$ cat src/rtl/vram_port_arbiter.sv
`default_nettype none
// ============================================================================
// Module  : vram_port_arbiter
// Brief   : Single-port framebuffer RAM arbiter between the VGA pixel fetch
//           (high priority, one read per cycle) and a valid/ready host port.
//           Tags every issued access, routes the 1-cycle read data back to
//           its requester and blanks / flags out-of-range addresses.
//           Optional feature macro: VRAM_ARB_STARVE_GUARD_EN (bounded host
//           wait during active video; undefined = strict pixel priority).
// Revision: 1.0 - initial release
// ============================================================================
module vram_port_arbiter #(
    parameter int DWORD    = 16384,
    parameter int DWIDTH   = 12,
    parameter int AWIDTH   = $clog2(DWORD + 1),
    parameter int MAX_WAIT = 8
) (
    input  logic              clk,
    input  logic              rst_n,
    // pixel fetch port
    input  logic              px_req,
    input  logic [AWIDTH-1:0] px_addr,
    output logic              px_rvalid,
    output logic [DWIDTH-1:0] px_rdata,
    output logic              px_miss,
    // host port
    input  logic              host_valid,
    output logic              host_ready,
    input  logic              host_we,
    input  logic [AWIDTH-1:0] host_addr,
    input  logic [DWIDTH-1:0] host_wdata,
    output logic              host_rvalid,
    output logic [DWIDTH-1:0] host_rdata,
    output logic              host_err,
    // RAM side
    output logic              ram_we,
    output logic [AWIDTH-1:0] ram_addr,
    output logic [DWIDTH-1:0] ram_din,
    input  logic [DWIDTH-1:0] ram_dout
);

    // First illegal address; AWIDTH is sized so that DWORD itself fits.
    localparam logic [AWIDTH-1:0] c_DEPTH = AWIDTH'(DWORD);

    logic w_force;       // starvation guard pre-empts the pixel port
    logic w_px_grant;    // pixel read issued this cycle
    logic w_host_acc;    // host request accepted this cycle
    logic w_px_oor;
    logic w_host_oor;
    logic w_acc_oor;     // range status of whichever access is issued
    logic w_pxm_tag;     // pixel response that was pre-empted

    logic r_px_tag;
    logic r_hr_tag;
    logic r_oor_tag;

    // ------------------------------------------------------------------------
    // Grant: the pixel port wins unless the guard forces a host slot.
    // ------------------------------------------------------------------------
    assign w_px_oor   = (px_addr >= c_DEPTH);
    assign w_host_oor = (host_addr >= c_DEPTH);

    assign host_ready = !px_req || w_force;
    assign w_px_grant = px_req && !w_force;
    assign w_host_acc = host_ready && host_valid;

    // Pixel and host grants are mutually exclusive, so one range flag suffices.
    assign w_acc_oor  = w_px_grant ? w_px_oor : w_host_oor;

    // Drive the RAM address from the granted requester, idle address 0.
    always_comb begin
        ram_addr = '0;
        if (w_px_grant) begin
            ram_addr = px_addr;
        end else if (w_host_acc) begin
            ram_addr = host_addr;
        end
    end

    // Out-of-range writes are accepted but never reach the RAM; no writes
    // are issued while reset is held.
    assign ram_we  = rst_n && w_host_acc && host_we && !w_host_oor;
    assign ram_din = host_wdata;

    // Response tags: remember who owns the RAM read data of the next cycle.
    always_ff @(posedge clk or negedge rst_n) begin
        if (!rst_n) begin
            r_px_tag  <= 1'b0;
            r_hr_tag  <= 1'b0;
            r_oor_tag <= 1'b0;
        end else begin
            r_px_tag  <= w_px_grant;
            r_hr_tag  <= w_host_acc && !host_we;
            r_oor_tag <= w_acc_oor;
        end
    end

`ifdef VRAM_ARB_STARVE_GUARD_EN
    localparam logic [7:0] c_MAX_WAIT = 8'(MAX_WAIT);

    logic [7:0]        r_wait_cnt;
    logic              r_pxm_tag;
    logic [DWIDTH-1:0] r_hold;

    // Count consecutive stalled host cycles, saturating at 255.
    always_ff @(posedge clk or negedge rst_n) begin
        if (!rst_n) begin
            r_wait_cnt <= 8'd0;
        end else if (!host_valid || host_ready) begin
            r_wait_cnt <= 8'd0;
        end else if (r_wait_cnt != 8'hFF) begin
            r_wait_cnt <= r_wait_cnt + 8'd1;
        end
    end

    assign w_force = host_valid && (r_wait_cnt == c_MAX_WAIT);

    // Tag the pre-empted pixel request so it is answered with held data.
    always_ff @(posedge clk or negedge rst_n) begin
        if (!rst_n) begin
            r_pxm_tag <= 1'b0;
        end else begin
            r_pxm_tag <= px_req && w_force;
        end
    end

    // Keep the most recent in-range pixel to replay on a missed slot.
    always_ff @(posedge clk or negedge rst_n) begin
        if (!rst_n) begin
            r_hold <= '0;
        end else if (r_px_tag && !r_oor_tag) begin
            r_hold <= ram_dout;
        end
    end

    assign w_pxm_tag = r_pxm_tag;
`else
    // Strict pixel priority: the wait limit has no effect in this build.
    logic [7:0] w_unused_max_wait;
    assign w_unused_max_wait = 8'(MAX_WAIT);

    assign w_force   = 1'b0;
    assign w_pxm_tag = 1'b0;
`endif

    // Pixel response mux: RAM data, blank border, or replayed pixel.
    always_comb begin
        px_rdata = '0;
        if (r_px_tag) begin
            px_rdata = r_oor_tag ? '0 : ram_dout;
        end
`ifdef VRAM_ARB_STARVE_GUARD_EN
        else if (r_pxm_tag) begin
            px_rdata = r_hold;
        end
`endif
    end

    assign px_rvalid   = r_px_tag || w_pxm_tag;
    assign px_miss     = w_pxm_tag;

    assign host_rvalid = r_hr_tag;
    assign host_err    = r_hr_tag && r_oor_tag;
    assign host_rdata  = (r_hr_tag && !r_oor_tag) ? ram_dout : '0;

endmodule
`default_nettype wire
$ cat config.mk
export PLATFORM = sky130hd
export DESIGN_NAME = vram_port_arbiter
export DESIGN_NICKNAME = d
export VERILOG_FILES = /design/src/rtl/vram_port_arbiter.sv
export SDC_FILE = /design/constraint.sdc
export NUM_CORES = 1
export LEC_CHECK = 0
export ABC_AREA = 1
export CELL_PAD_IN_SITES_DETAIL_PLACEMENT = 0
export CELL_PAD_IN_SITES_GLOBAL_PLACEMENT = 1
export CORE_MARGIN = 3
export CORE_UTILIZATION = 10
export DETAILED_ROUTE_END_ITERATION = 8
export PLACE_DENSITY = 0.85
export SLEW_MARGIN = 30
export SYNTH_ARGS = -nofsm -noshare
export SYNTH_HDL_FRONTEND = slang
export SYNTH_SLANG_ARGS = --single-unit
$ cat constraint.sdc
create_clock -name clk -period 1 [get_ports clk]
set_clock_uncertainty 0.1 [all_clocks]
set_input_delay 0.2 -clock clk [delete_from_list [all_inputs] [get_ports clk]]
set_output_delay 0.2 -clock clk [all_outputs]
set_load 0.05 [all_outputs]
==> flow_metrics.tcl <==
set metrics [dict create \
    fin_util_pct 44.9 \
    synth_cell_types 14 \
    wire_per_inst_um 13.3 \
    rows 29 \
    grt_pass1_vias 1171 \
    synth_nets 176 \
    synth-edff-count 0 \
    io_buffers 90 \
    p_per_area_nw_per_um2 664 \
    violations "setup timing" \
    final_layout_size_suffix_gt1_share_pct 68.1 \
    antenna_found_initial 0 \
    synth_top_area_share_pct 18.9 \
    wl_met3_um 224 \
    grt_usage_pct 10.0 \
    endpoint "host_rdata[9]" \
    clkTransAtPathRegs_ps 30 \
    synthesis.instances 117 \
    diodes 0 \
    syn_area_sq_um 676 \
    drt_pass1_iterations 2 \
    clock_path_buffers 2 \
    ys_warn_count 0 \
    crit_start "r_oor_tag$_DFF_PN0_" \
    routed_wl_um 3830 \
    grt_pass1_wl_um 6070 \
    post-place-ws_ps -670 \
    place_inst 270 \
    synth_ff_type "dfrtp_1" \
    ir_drop_mv 0.763 \
    rsz0062_at_grt "true" \
    cts_sinks 3 \
    fin_nets 270 \
    setup_viol 44 \
    final_area_sq_um 2900 \
    syn_to_final_growth_pct 330 \
    top_layer_used "met4" \
    gp_congestion 0.688 \
    die_h_um 88.2 \
    setup_slack_ps -458 \
    htreeDepth 1 \
    synthArstFlopShare_pct 100 \
    slowest_delay_ps 400 \
    cts_tree "done" \
    fin_crit_sh_pct 146 \
    grt_overflow 0 \
    cts.root.buffer_cell "clkbuf_8" \
    yosysSeqAreaShare_pct 11.1 \
    crit_chain "clkinv_4, nand2_8, nor2_4, buf_12" \
    slew_violations 0 \
    power_mw 1.93 \
    min_path_type "in -> reg" \
    die_area_sq_um 7780 \
    cp.arrival_ps 1160 \
    hold_viol_final 0 \
    initial_core_util_pct 10.5 \
    io_pins 116 \
    min_period_ps 1460 \
    p_leak_nw 1.18 \
    drc_errors 0 \
    synth.top_cells.by_count "nand2_1 (34), nor2_1 (26), buf_4 (17)" \
    yosys.area.top_type "buf_4" \
    syn_avg_cell_area_sq_um 5.77 \
    cts_buffers 3 \
    path_max_fanout 6 \
    place_area_sq_um 2460 \
    start_kind "register" \
    max_freq_mhz 686 \
    cp_slowest_cell "dfrtp_1" \
    cap_violations 0 \
    die_w_um 88.2 \
    n_fill_cell 609 \
    endpoint_kind "output port" \
    met2WireLength_um 2270 \
    via_count 1076 \
    vias_per_cell 3.75 \
    grt_max_degree 9 \
    drt_iter0_drc 14 \
    synth_area_leaders "buf_4 (19%), nand2_1 (19%), nor2_1 (14%)" \
    ant_nets 0 \
    ys_seq_elements 3 \
    core_area_sq_um 6460 \
    synth_most_common_cell "nand2_1" \
    dpl.hpwl_um 2800 \
    status "complete, but fails checks" \
    holdWs_ps 218 \
    setup_tns_ps -14300 \
    cp.required_ps 700 \
    critPathKind "reg -> out" \
    wl_met1_um 1320 \
    final_cells 287 \
]
-- logic make-up after synthesis --
family                 after synthesis  synth area share (%)
other                                1                 0.555
flip-flops                           3                  11.1
buffers and inverters               36                  35.7
AND/OR/NAND/NOR                     76                  51.9
AO/OA/AOI/OAI                        1                 0.740
-- area by class of cell --
| cell class | count | area, sq um | area share [%] |
|---|---|---|---|
| sequential | 3 | 77.6 | 2.67 |
| tap | 77 | 96.3 | 3.32 |
| clock buffer | 4 | 45.0 | 1.55 |
| timing repair buffer | 105 | 1550 | 53.2 |
| inverter | 16 | 85.1 | 2.93 |
| multi-input combinational | 80 | 1010 | 34.7 |
| timing repair inverter | 2 | 46.3 | 1.59 |
-- registers in the layout (all words and copies together), names as in the netlist --
register	cells
host_rvalid	1
r_oor_tag	1
px_rvalid	1
-- layer usage --
metal  up-vias  track usage, %
met1       504            11.3
met3         4            1.98
met2        42            19.2
li1        526               -
met5         -               0
met4         0            2.06
-- worst max-delay path: cells and delay by family (launching register included) --
family	cells	cell delay [ps]
buffers and inverters	2	290
DFF	1	400
and+or+nand+nor	2	250
-- how the worst min path moves through the flow --
stage / start / end / slack [ps] / cells past startpoint
floorplan: rst_n / host_rvalid$_DFF_PN0_ / -200 / 0
global placement: host_wdata[10] / ram_din[10] / 300 / 0
detailed placement: host_wdata[10] / ram_din[10] / 300 / 0
CTS: host_we / host_rvalid$_DFF_PN0_ / 210 / 2
global route: host_we / host_rvalid$_DFF_PN0_ / 240 / 2
finish: host_we / host_rvalid$_DFF_PN0_ / 220 / 2
-- where the power goes --
group | switching, mW | internal [mW] | total (mW)
sequential | 0.0122 | 0.130 | 0.142
clock | 0.0766 | 0.272 | 0.348
combinational | 0.764 | 0.673 | 1.44
total | 0.853 | 1.07 | 1.93
-- timing repair --
action                                 CTS  global route
setup buffers                            4             1
gates cloned                             7             0
gates resized for setup                 90            10
hold buffers                             1             0
pin swaps                               41            13
setup endpoints to repair               46            44
endpoints found under the hold margin    3             0
-- cell usage in the layout (no fill, tap or decap), types with 2 or more instances in the layout --
master | synthesis | layout
dfrtp_2 | 0 | 2
inv_1 | 14 | 12
nand2_4 | 0 | 6
buf_12 | 1 | 47
nand2_1 | 34 | 5
nand3_2 | 9 | 4
nand2_2 | 0 | 9
nand3_4 | 0 | 12
buf_16 | 0 | 4
clkbuf_8 | 0 | 3
buf_4 | 17 | 6
buf_6 | 1 | 3
dlygate4sd2_1 | 0 | 30
nand2_8 | 0 | 16
nor2_4 | 0 | 25
clkdlybuf4s50_1 | 0 | 12
No activity file was read; power rests on OpenSTA's default activity.
